===== config.mk =====
export PLATFORM = sky130hd
export DESIGN_NAME = free_list_ckpt_ctrl
export DESIGN_NICKNAME = d
export VERILOG_FILES = /design/src/rtl/free_list_ckpt_ctrl_pkg.sv /design/src/rtl/free_list_ckpt_ctrl_alloc_picker.sv /design/src/rtl/free_list_ckpt_ctrl.sv
export SDC_FILE = /design/constraint.sdc
export NUM_CORES = 1
export LEC_CHECK = 0
export CELL_PAD_IN_SITES_DETAIL_PLACEMENT = 0
export CELL_PAD_IN_SITES_GLOBAL_PLACEMENT = 1
export CORE_ASPECT_RATIO = 1.4
export CORE_MARGIN = 1
export CORE_UTILIZATION = 42
export CTS_CLUSTER_SIZE = 16
export DETAILED_ROUTE_END_ITERATION = 7
export PLACE_DENSITY = 0.8
export SLEW_MARGIN = 30
export SYNTH_ARGS = -nofsm -noshare
export SYNTH_HDL_FRONTEND = slang
export SYNTH_HIERARCHICAL = 1
export SYNTH_SLANG_ARGS = --single-unit

===== constraint.sdc =====
create_clock -name clock -period 2.9 [get_ports clock]
set_input_delay 0.29 -clock clock [delete_from_list [all_inputs] [get_ports clock]]
set_output_delay 0.29 -clock clock [all_outputs]
set_load 0.01 [all_outputs]

===== src/rtl/free_list_ckpt_ctrl_pkg.sv =====
// Shared types and constants for the free-list checkpoint controller.
// Holds the checkpoint tag/entry types, the FSM encoding and a counter helper.
package free_list_ckpt_ctrl_pkg;

    localparam int PHYS_REG_SZ_R10K = 64;
    localparam int NUM_CKPT         = 4;
    localparam int CKPT_ID_BITS     = $clog2(NUM_CKPT);

    typedef logic [CKPT_ID_BITS-1:0] CKPT_TAG;

    typedef struct packed {
        logic                        valid;
        logic [PHYS_REG_SZ_R10K-1:0] snapshot;
        logic [NUM_CKPT-1:0]         older_mask;
    } CKPT_ENTRY;

    typedef enum logic {
        ST_RUN     = 1'b0,
        ST_RESTORE = 1'b1
    } ckpt_state_e;

    // Saturating increment for the statistics counters.
    function automatic logic [31:0] sat_inc(input logic [31:0] v);
        return (&v) ? v : v + 32'd1;
    endfunction

endpackage


===== src/rtl/free_list_ckpt_ctrl_alloc_picker.sv =====
// Priority encoder returning the lowest-index set bit of free_vec.
// Ports: free_vec (in), idx (out, lowest free index), found (out, any free).
module ckpt_alloc_picker #(
    parameter int N   = 4,
    parameter int IDW = $clog2(N)
) (
    input  logic [N-1:0]   free_vec,
    output logic [IDW-1:0] idx,
    output logic           found
);
    import free_list_ckpt_ctrl_pkg::*;

    // Scan from the top so the lowest set bit is the last one written.
    always_comb begin
        idx   = '0;
        found = 1'b0;
        for (int i = N - 1; i >= 0; i--) begin
            if (free_vec[i]) begin
                idx   = IDW'(i);
                found = 1'b1;
            end
        end
    end

endmodule


===== src/rtl/free_list_ckpt_ctrl.sv =====
// Branch-checkpoint controller: allocates tags, stores free-list snapshots,
// tracks entry age and drives restore_flag/free_list_restore on mispredict.
// Ports: clock, reset (sync, active-high); dispatch ckpt_req/ckpt_free_list ->
// ckpt_grant/ckpt_tag/ckpt_full; branch unit resolve_valid/resolve_tag/
// resolve_mispredict; free list restore_flag/free_list_restore; live_mask.
// Optional macro CKPT_STATS_EN adds stat_mispredicts, stat_correct and
// stat_full_stall_cycles saturating counters.
module free_list_ckpt_ctrl #(
    parameter int NUM_CKPT     = 4,
    parameter int PHYS_REG_SZ  = 64,
    parameter int CKPT_ID_BITS = $clog2(NUM_CKPT)
) (
    input  logic                    clock,
    input  logic                    reset,
    input  logic                    ckpt_req,
    input  logic [PHYS_REG_SZ-1:0]  ckpt_free_list,
    output logic                    ckpt_grant,
    output logic [CKPT_ID_BITS-1:0] ckpt_tag,
    output logic                    ckpt_full,
    input  logic                    resolve_valid,
    input  logic [CKPT_ID_BITS-1:0] resolve_tag,
    input  logic                    resolve_mispredict,
    output logic                    restore_flag,
    output logic [PHYS_REG_SZ-1:0]  free_list_restore,
    output logic [NUM_CKPT-1:0]     live_mask
`ifdef CKPT_STATS_EN
    ,
    output logic [31:0]             stat_mispredicts,
    output logic [31:0]             stat_correct,
    output logic [31:0]             stat_full_stall_cycles
`endif
);
    import free_list_ckpt_ctrl_pkg::*;

    logic [NUM_CKPT-1:0]    valid_q;
    logic [NUM_CKPT-1:0]    valid_d;
    logic [PHYS_REG_SZ-1:0] snap_q  [NUM_CKPT];
    logic [NUM_CKPT-1:0]    older_q [NUM_CKPT];

    ckpt_state_e state_q;
    ckpt_state_e state_d;
    logic        in_run;

    logic                   restore_q;
    logic [PHYS_REG_SZ-1:0] restore_data_q;

    logic                    squash_now;
    logic                    tag_live;
    logic                    mis;
    logic                    cor;
    logic [CKPT_ID_BITS-1:0] pick_idx;
    logic                    pick_found;
    logic                    grant;

    logic [NUM_CKPT-1:0] tag_oh;
    logic [NUM_CKPT-1:0] younger;
    logic [NUM_CKPT-1:0] free_mask;
    logic [NUM_CKPT-1:0] kill_mask;
    logic [NUM_CKPT-1:0] set_mask;

    ckpt_alloc_picker #(
        .N   (NUM_CKPT),
        .IDW (CKPT_ID_BITS)
    ) u_picker (
        .free_vec (~valid_q),
        .idx      (pick_idx),
        .found    (pick_found)
    );

    // FSM: RESTORE is a single cycle that blocks grants and resolves.
    always_ff @(posedge clock) begin
        if (reset) state_q <= ST_RUN;
        else       state_q <= state_d;
    end

    always_comb begin
        state_d = state_q;
        in_run  = 1'b0;
        unique case (state_q)
            ST_RUN: begin
                in_run = 1'b1;
                if (mis) state_d = ST_RESTORE;
            end
            ST_RESTORE: begin
                state_d = ST_RUN;
            end
            default: begin
                state_d = ST_RUN;
            end
        endcase
    end

    // Resolve qualification: only live tags in RUN have any effect.
    assign squash_now = resolve_valid & resolve_mispredict;
    assign tag_live   = valid_q[resolve_tag];
    assign mis        = resolve_valid & in_run & tag_live & resolve_mispredict;
    assign cor        = resolve_valid & in_run & tag_live & ~resolve_mispredict;

    assign ckpt_full  = &valid_q;
    assign grant      = ckpt_req & ~ckpt_full & ~squash_now
                        & in_run & pick_found;
    assign ckpt_grant = grant;
    assign ckpt_tag   = pick_idx;

    always_comb begin
        tag_oh              = '0;
        tag_oh[resolve_tag] = 1'b1;
        set_mask            = '0;
        if (grant) set_mask[pick_idx] = 1'b1;
        // Entries allocated after tag t carry bit t in their older_mask.
        for (int j = 0; j < NUM_CKPT; j++) begin
            younger[j] = older_q[j][resolve_tag];
        end
        free_mask = cor ? tag_oh : '0;
        kill_mask = mis ? (tag_oh | younger) : '0;
        valid_d   = (valid_q & ~free_mask & ~kill_mask) | set_mask;
    end

    always_ff @(posedge clock) begin
        if (reset) valid_q <= '0;
        else       valid_q <= valid_d;
    end

    // Snapshot/age storage needs no reset; valid_q gates every use.
    always_ff @(posedge clock) begin
        for (int i = 0; i < NUM_CKPT; i++) begin
            if (set_mask[i]) begin
                snap_q[i]  <= ckpt_free_list;
                older_q[i] <= valid_q & ~free_mask;
            end else begin
                older_q[i] <= older_q[i] & ~(free_mask | kill_mask);
            end
        end
    end

    always_ff @(posedge clock) begin
        if (reset) begin
            restore_q      <= 1'b0;
            restore_data_q <= '0;
        end else begin
            restore_q <= mis;
            if (mis) restore_data_q <= snap_q[resolve_tag];
        end
    end

    assign restore_flag      = restore_q;
    assign free_list_restore = restore_data_q;
    assign live_mask         = valid_q;

`ifdef CKPT_STATS_EN
    logic [31:0] mis_cnt_q;
    logic [31:0] cor_cnt_q;
    logic [31:0] stall_cnt_q;

    always_ff @(posedge clock) begin
        if (reset) begin
            mis_cnt_q   <= '0;
            cor_cnt_q   <= '0;
            stall_cnt_q <= '0;
        end else begin
            if (mis) mis_cnt_q <= sat_inc(mis_cnt_q);
            if (cor) cor_cnt_q <= sat_inc(cor_cnt_q);
            if (ckpt_req & ckpt_full) stall_cnt_q <= sat_inc(stall_cnt_q);
        end
    end

    assign stat_mispredicts       = mis_cnt_q;
    assign stat_correct           = cor_cnt_q;
    assign stat_full_stall_cycles = stall_cnt_q;
`endif

endmodule


==> results of run 1 <==
==> through the flow <==
stage,cells,util (%),cell area [um^2]
final,1296,52.39,15330
after CTS,1296,52.39,15330
after global placement,1243,49.11,14370
after global routing,1296,52.39,15330
after floorplan,748,-,12520
after detailed placement,1243,49.11,14370
==> per-layer routing <==
| metal | vias up | wire, um | track usage, % |
|---|---|---|---|
| met2 | 152 | 13770 | 31.72 |
| met1 | 3452 | 9996 | 20.26 |
| met3 | 29 | 1015 | 1.965 |
| li1 | 3147 | - | - |
| met5 | - | 0 | 0 |
| met4 | 0 | 472 | 4.418 |
==> registers in the layout, summed over array words and instances (netlist names) <==
signal	flops
free_list_restore	64
live_mask	4
older_q	12
restore_flag	1
state_q	1
snap_q	256
==> area by class of cell <==
cell class              instances  share of cell area (%)
clock inverters                13                   1.061
multi-input cells             353                   18.64
inverters                      13                  0.4163
repair buffers                159                   10.72
clock buffers                  40                   5.199
flip-flops and latches        338                   60.86
well taps                     380                   3.102
==> cells in the mapped netlist <==
cell | instances | area, um^2
clkbuf_1 | 12 | 45.04
nand4b_1 | 1 | 8.760
and3_1 | 2 | 12.51
buf_6 | 12 | 135.1
clkbuf_4 | 1 | 7.510
a2111oi_0 | 2 | 17.52
a221oi_1 | 1 | 8.760
nand2b_1 | 2 | 12.51
a311oi_1 | 1 | 8.760
a21oi_1 | 66 | 330.3
and3b_1 | 1 | 8.760
a21o_1 | 2 | 15.01
a221o_1 | 2 | 20.02
nor2b_1 | 5 | 31.28
and2_1 | 3 | 18.77
nor3_1 | 1 | 5.000
mux4_2 | 65 | 1464
o41ai_1 | 2 | 17.52
inv_1 | 13 | 48.80
dfxtp_1 | 82 | 1642
nand3_1 | 4 | 20.02
nor4_1 | 1 | 6.260
a21oi_2 | 1 | 8.760
o21ai_0 | 4 | 20.02
or2_2 | 3 | 18.77
nor2_1 | 5 | 18.77
a41oi_1 | 1 | 8.760
o22ai_1 | 15 | 93.84
buf_2 | 12 | 60.06
a31oi_1 | 3 | 18.77
nand3_2 | 1 | 10.01
buf_4 | 2 | 15.01
a41o_1 | 1 | 10.01
a32oi_1 | 2 | 17.52
a211oi_1 | 2 | 15.01
nand4_1 | 7 | 43.79
nand2_1 | 146 | 548.0
buf_1 | 5 | 18.77
edfxtp_1 | 256 | 7687
nand4bb_1 | 1 | 11.26
==> worst max-delay path: cells and delay by family (launching register included) <==
family / cells / cell delay (ps)
buf+inv: 3 / 760
flops: 1 / 430
simple gates: 3 / 1030
==> kinds of logic after synthesis <==
group | Yosys count | synth area share (%)
simple gates | 183 | 6.192
flops | 338 | 74.58
buf+inv | 57 | 2.641
compound gates | 105 | 4.882
mux | 65 | 11.70
==> worst max path at each step <==
stage / slack (ps) / cells after the start / from / endpoint
finish: 310 / 6 / live_mask[0] / snap_q[2][0]
detailed placement: 360 / 6 / live_mask[0] / snap_q[2][48]
floorplan: 100 / 7 / live_mask[3] / snap_q[0][0]
global route: 120 / 7 / live_mask[3] / snap_q[2][60]
global placement: 480 / 5 / resolve_valid / snap_q[1][9]
CTS: 350 / 6 / live_mask[0] / snap_q[2][47]
==> power groups by stage <==
stage,Sequential (mW),Clock [mW],Combinational (mW)
floorplan,5.50,0,0.305
global placement,5.49,0,0.580
detailed placement,5.50,0,0.586
CTS,5.39,3.98,0.587
global route,5.40,4.15,0.623
finish,5.39,3.90,0.576
==> results_tabular.tex, run 1 <==
\begin{tabular}{lr}
\hline
Metric & Value \\
\hline
\multicolumn{2}{l}{\textbf{Run status}} \\
\quad Outcome & complete, no violations \\
\multicolumn{2}{l}{\textbf{Global routing}} \\
\quad All-Layer GR Usage & 16.83\% \\
\quad Overall overflow remaining after global route & 0 \\
\quad Pin count of the biggest net entering global routing & 65 \\
\quad Wire length of the first global-routing pass & a little under 40000 um \\
\quad Initial antenna violation count & 0 \\
\quad Number of global-route vias before repair & 7034 \\
\multicolumn{2}{l}{\textbf{Routing}} \\
\quad Detailed-route via count & a little under 7000 \\
\quad DRC & 0 \\
\quad Total detailed-routing wirelength & around 25000 um \\
\quad DR iter-0 viols & about 400 \\
\quad Average vias per placed instance & between 5 and 6 \\
\quad DR pass1 iterations & 4 \\
\quad Post-route antenna net violation count & 0 \\
\quad Drt wl/cell & approximately 19 um \\
\multicolumn{2}{l}{\textbf{STA}} \\
\quad Final Critical Period & about 2600 ps \\
\quad Count of final max-slew check failures & 0 \\
\quad Hold WS & between 200 and 300 ps \\
\quad Final sum of negative setup slack & 0 ps \\
\quad Worst setup margin & approximately 310 ps \\
\quad Count of final setup violators & 0 \\
\quad Max-slew headroom & between 40 and 50\% \\
\quad Setup repair after global routing missed its margin & false \\
\quad Layout Skew & 7.699 ps \\
\quad Fmax & about 390 MHz \\
\quad Transition time of the tightest slew-check pin & 870.5 ps \\
\quad Final worst-path cycle share & approximately nine tenths \\
\quad Final count of hold timing violations & 0 \\
\multicolumn{2}{l}{\textbf{Worst setup path}} \\
\quad Slowest CP cell & dfxtp\_1 \\
\quad Critical-path cell list & inv\_1 > nor3\_1 > nor2b\_1 > nand4\_1 > clkinvlp\_4 > buf\_4 \\
\quad Reg2reg start & live\_mask[0] \\
\quad Worst stage delay on the critical path & about 430 ps \\
\quad Critical path capture point type & flip-flop \\
\quad Worst path arrival time & 2780 ps \\
\quad Required time of the worst setup path & slightly above 3000 ps \\
\quad Setup CP Type & flip-flop to flip-flop \\
\quad Startpoint Class & flip-flop \\
\quad Worst r2r dst & snap\_q[2][0] \\
\quad R2R Setup Slk & between 300 and 400 ps \\
\quad Maximum fanout along the worst path & 27 \\
\quad Reg2reg path depth & 6 \\
\multicolumn{2}{l}{\textbf{CTS}} \\
\quad Source-to-sink clock delay at the later pin of the worst-skew pair & between 500 and 600 ps \\
\quad Total clock buffers created by CTS & 29 \\
\quad Number of hold buffers added after cts & 0 \\
\quad Post-CTS setup buffer count & 0 \\
\quad Clk sink count & between 300 and 400 \\
\quad Master cell of the clock root buffer & clkbuf\_16 \\
\quad Post-cts sizing count & 0 \\
\quad Clock-pin slew on the worst setup and hold paths & 60 ps \\
\quad TritonCTS clock tree & yes \\
\quad Maximum root-to-sink buffer count & 3 \\
\quad H-Tree Level Count & 1 \\
\multicolumn{2}{l}{\textbf{Floorplan}} \\
\quad \# IOs & around 140 \\
\quad DIE AREA & 30490 um\^{}2 \\
\quad Die boundary height & approximately 210 um \\
\quad Number of rows created at floorplan & 74 \\
\quad Initial cell density of the core & 42.75\% \\
\quad Width of the die & between 100 and 150 um \\
\quad Core Region & about 29000 um\^{}2 \\
\multicolumn{2}{l}{\textbf{Layout}} \\
\quad Fraction of layout cells with a size suffix above 1 & 14.74\% \\
\quad Most common cell after layout, fill and taps aside & edfxtp\_1 \\
\quad Count of fill cells added during filler insertion & $\sim$2400 \\
\quad Net total in the final layout & slightly below 1000 \\
\quad Top library cells by usage in the layout, fill and taps aside & edfxtp\_1, nand2\_1, clkdlybuf4s50\_1 \\
\quad ANT cells & 0 \\
\quad Area used by sequential logic in the layout & 9329 um\^{}2 \\
\quad Layout overhead on the synthesized area & 22.56\% \\
\quad Multi-input gate area & 2858 um\^{}2 \\
\multicolumn{2}{l}{\textbf{Placement}} \\
\quad Post-Place Setup Slack & between 300 and 400 ps \\
\quad Routability cong. & around 0.85 \\
\quad Estimated wirelength of the detail-placed design & between 15000 and 20000 um \\
\quad Port bufs & between 100 and 150 \\
\multicolumn{2}{l}{\textbf{Logic synthesis}} \\
\quad Distinct cells, synth & 40 \\
\quad Sequential fraction of the synthesis area & approximately three quarters \\
\quad Register bit total from synthesis & roughly 340 \\
\quad Post-synthesis area per instance & between 15 and 20 um\^{}2 \\
\quad Number of warnings issued by yosys & 6 \\
\quad Number of cells produced by synthesis & between 700 and 800 \\
\quad Net count after synthesis & just over 800 \\
\quad Combined area of all synthesized cells & roughly 13000 um\^{}2 \\
\multicolumn{2}{l}{\textbf{Hold path}} \\
\quad Hold/Removal Path Class & primary input to flip-flop \\
\quad Hold-critical path depth & 3 \\
\quad Min-Delay Startpoint & resolve\_tag[0] \\
\quad Min-Delay Endpoint & live\_mask[0] \\
\multicolumn{2}{l}{\textbf{Power and ir drop}} \\
\quad Maximum ir drop on the vdd rail & 417.3 uV \\
\quad Net switching power of the design & around 2 mW \\
\quad Power share of the sequential group & between 50\% and 60\% \\
\quad Internal power of the cells & 7.895 mW \\
\quad Proportion of total power due to net switching & around a fifth \\
\quad Combinational Power Share & just under 6\% \\
\quad Total power divided by cell area & between 600 and 700 nW/um\^{}2 \\
\quad Relative contribution of the clock network to total power & 39.5\% \\
\quad Total leakage power & 4.837 nW \\
\quad Overall power of the completed layout & between 9 and 10 mW \\
\multicolumn{2}{l}{\textbf{Run}} \\
\quad Count of maximum capacitance violations & 0 \\
\hline
\end{tabular}
Power figures use the tool's default switching activity.
==> run 2: changes to the inputs <==
--- a/config.mk
+++ b/config.mk
@@ -7,12 +7,13 @@
 export LEC_CHECK = 0
 export CELL_PAD_IN_SITES_DETAIL_PLACEMENT = 0
 export CELL_PAD_IN_SITES_GLOBAL_PLACEMENT = 1
-export CORE_ASPECT_RATIO = 1.4
+export CORE_ASPECT_RATIO = 0.7
 export CORE_MARGIN = 1
 export CORE_UTILIZATION = 42
 export CTS_CLUSTER_SIZE = 16
 export DETAILED_ROUTE_END_ITERATION = 7
 export PLACE_DENSITY = 0.8
+export SKIP_CTS_REPAIR_TIMING = 1
 export SLEW_MARGIN = 30
 export SYNTH_ARGS = -nofsm -noshare
 export SYNTH_HDL_FRONTEND = slang
==> run 2 against run 1 <==
Design area up 1.1%. Combinational power is 4.2% higher. Register-to-register slack hardly changed. Cell count grew 1.3%. Via count up 3.3%. Critical path depth unchanged. Setup slack gained 1.3 ps. Clock power is 4% higher. Worst hold slack better by 54 ps. Die area hardly changed. Clock skew is 3.2 ps higher. Critical path type unchanged. Largest cell class unchanged.
==> results_tabular.tex, run 2 (synthesis results as in run 1) <==
\begin{tabular}{lr}
\hline
Metric & Value \\
\hline
\multicolumn{2}{l}{\textbf{STA}} \\
\quad Count of final max-slew check failures & 0 \\
\quad Final worst-path cycle share & 89.27\% \\
\quad Transition time of the tightest slew-check pin & just over 800 ps \\
\quad Setup repair after global routing missed its margin & false \\
\quad Final Critical Period & 2589 ps \\
\quad Max-slew headroom & 45.54\% \\
\quad Final count of hold timing violations & 0 \\
\quad Count of final setup violators & 0 \\
\quad Fmax & approximately 390 MHz \\
\quad Layout Skew & 10.90 ps \\
\quad Final sum of negative setup slack & 0 ps \\
\multicolumn{2}{l}{\textbf{Global routing}} \\
\quad Overall overflow remaining after global route & 0 \\
\quad Pin count of the biggest net entering global routing & between 60 and 70 \\
\quad All-Layer GR Usage & 17.60\% \\
\quad Number of global-route vias before repair & 7070 \\
\quad Wire length of the first global-routing pass & about 41000 um \\
\quad Initial antenna violation count & 1 \\
\multicolumn{2}{l}{\textbf{Worst setup path}} \\
\quad Startpoint Class & flip-flop \\
\quad Required time of the worst setup path & 3040 ps \\
\quad Reg2reg path depth & 6 \\
\quad Worst r2r dst & snap\_q[3][58] \\
\quad Reg2reg start & live\_mask[0] \\
\quad Setup CP Type & flip-flop to flip-flop \\
\quad Maximum fanout along the worst path & 27 \\
\quad Beginning of the critical path & live\_mask[0] \\
\quad Critical path capture point type & flip-flop \\
\quad Worst path arrival time & about 2700 ps \\
\quad Destination of the critical timing path & snap\_q[3][58] \\
\quad R2R Setup Slk & 310 ps \\
\multicolumn{2}{l}{\textbf{Power and ir drop}} \\
\quad Total power divided by cell area & about 650 nW/um\^{}2 \\
\quad Maximum ir drop on the vdd rail & 442.7 uV \\
\quad Total leakage power & approximately 5 nW \\
\multicolumn{2}{l}{\textbf{Placement}} \\
\quad Port bufs & 143 \\
\quad Number of placed instances, taps included & around 1300 \\
\quad Estimated wirelength of the detail-placed design & approximately 16000 um \\
\quad Routability cong. & around 0.84 \\
\multicolumn{2}{l}{\textbf{CTS}} \\
\quad H-Tree Level Count & 2 \\
\quad Maximum root-to-sink buffer count & 3 \\
\quad Source-to-sink clock delay at the later pin of the worst-skew pair & about 500 ps \\
\quad Total clock buffers created by CTS & 34 \\
\quad Clock-pin slew on the worst setup and hold paths & around 60 ps \\
\quad TritonCTS clock tree & yes \\
\quad Clk sink count & 338 \\
\quad Master cell of the clock root buffer & clkbuf\_16 \\
\multicolumn{2}{l}{\textbf{Routing}} \\
\quad Drt wl/cell & just over 20 um \\
\quad DR pass1 iterations & 6 \\
\quad DRC & 0 \\
\quad Average vias per placed instance & 5.335 \\
\quad DR iter-0 viols & 514 \\
\quad Post-route antenna net violation count & 0 \\
\quad Total detailed-routing wirelength & 26470 um \\
\quad Detailed-route via count & 7005 \\
\multicolumn{2}{l}{\textbf{Floorplan}} \\
\quad Core Region & about 29000 um\^{}2 \\
\quad DIE AREA & roughly 30000 um\^{}2 \\
\quad Initial cell density of the core & a little over two fifths \\
\quad Die boundary height & 146.4 um \\
\quad Number of rows created at floorplan & between 50 and 60 \\
\quad Width of the die & 208.3 um \\
\quad \# IOs & between 100 and 150 \\
\multicolumn{2}{l}{\textbf{Layout}} \\
\quad Non-filler instance count after layout & between 1000 and 1500 \\
\quad Register bank with the most flops & snap\_q \\
\quad Number of flip-flops under the largest register name & between 200 and 300 \\
\quad Layout overhead on the synthesized area & 23.85\% \\
\quad Net total in the final layout & between 900 and 1000 \\
\quad Top library cells by usage in the layout, fill and taps aside & edfxtp\_1, nand2\_1, clkdlybuf4s50\_1 \\
\quad Most common cell after layout, fill and taps aside & edfxtp\_1 \\
\quad Fraction of layout cells with a size suffix above 1 & between 10\% and 20\% \\
\multicolumn{2}{l}{\textbf{Hold path}} \\
\quad Hold/Removal Path Class & primary input to flip-flop \\
\multicolumn{2}{l}{\textbf{Run}} \\
\quad Count of maximum capacitance violations & 0 \\
\multicolumn{2}{l}{\textbf{Run status}} \\
\quad Outcome & complete, no violations \\
\hline
\end{tabular}
[run 2: through the flow]
step / util [%] / setup WS [ps] / total power, mW / area [um^2] / hold slack, ps
after floorplan: - / 95.75 / 5.803 / 12520 / 388.9
after global placement: 49.69 / 427.4 / 6.091 / 14450 / 443.2
after detailed placement: 49.69 / 367.2 / 6.105 / 14450 / 445.6
after CTS: 53.26 / 333.6 / 10.17 / 15490 / 326.5
after global routing: 53.26 / 22.91 / 10.41 / 15490 / 363.1
final: 53.27 / 311.2 / 10.06 / 15490 / 351.6
[run 2: critical path: stages (launching register included)]
cell and delay (ps):
dfxtp_1 410, inv_1 110, nor3_1 480, nand2_1 90, nand4b_1 470, clkinvlp_4 270, buf_4 390
[run 2: worst min-delay path by stage]
stage	slack, ps	depth (start not counted)	to	from
final	350	2	state_q	reset
after floorplan	390	0	snap_q[0][0]	ckpt_free_list[0]
after global placement	440	2	free_list_restore[29]	free_list_restore[29]
after global routing	360	2	state_q	reset
after detailed placement	450	2	free_list_restore[27]	free_list_restore[27]
after CTS	330	2	state_q	reset
[run 2: power breakdown]
group	total [mW]	switching (mW)	leakage, nW	internal (mW)
combinational	0.600	0.315	1.42	0.285
clock	4.06	1.69	0.505	2.37
sequential	5.40	0.0415	3.00	5.36
[run 2: final cells by class]
type	count	area, um^2
fillers	2330	13590
flip-flops and latches	338	9329
multi-input cells	353	2858
repair buffers	169	1729
clock buffers	50	952.2
well taps	378	473.0
clock inverters	11	83.83
inverters	13	63.81
diodes	1	2.502
[run 2: routing by layer]
layer | routed length, um | vias up | GRT usage, %
met4 | 365 | 0 | 3.630
met1 | 12450 | 3524 | 26.58
li1 | - | 3195 | -
met2 | 11760 | 254 | 26.29
met3 | 1901 | 32 | 3.829
met5 | 0 | - | 0
==> run 3: changes to the inputs <==
--- a/config.mk
+++ b/config.mk
@@ -19,3 +19,4 @@
 export SYNTH_HDL_FRONTEND = slang
 export SYNTH_HIERARCHICAL = 1
 export SYNTH_SLANG_ARGS = --single-unit
+export TNS_END_PERCENT = 100
==> results of run 3 <==
Same layout as run 2: the final DEF is identical, and so are final timing and power.
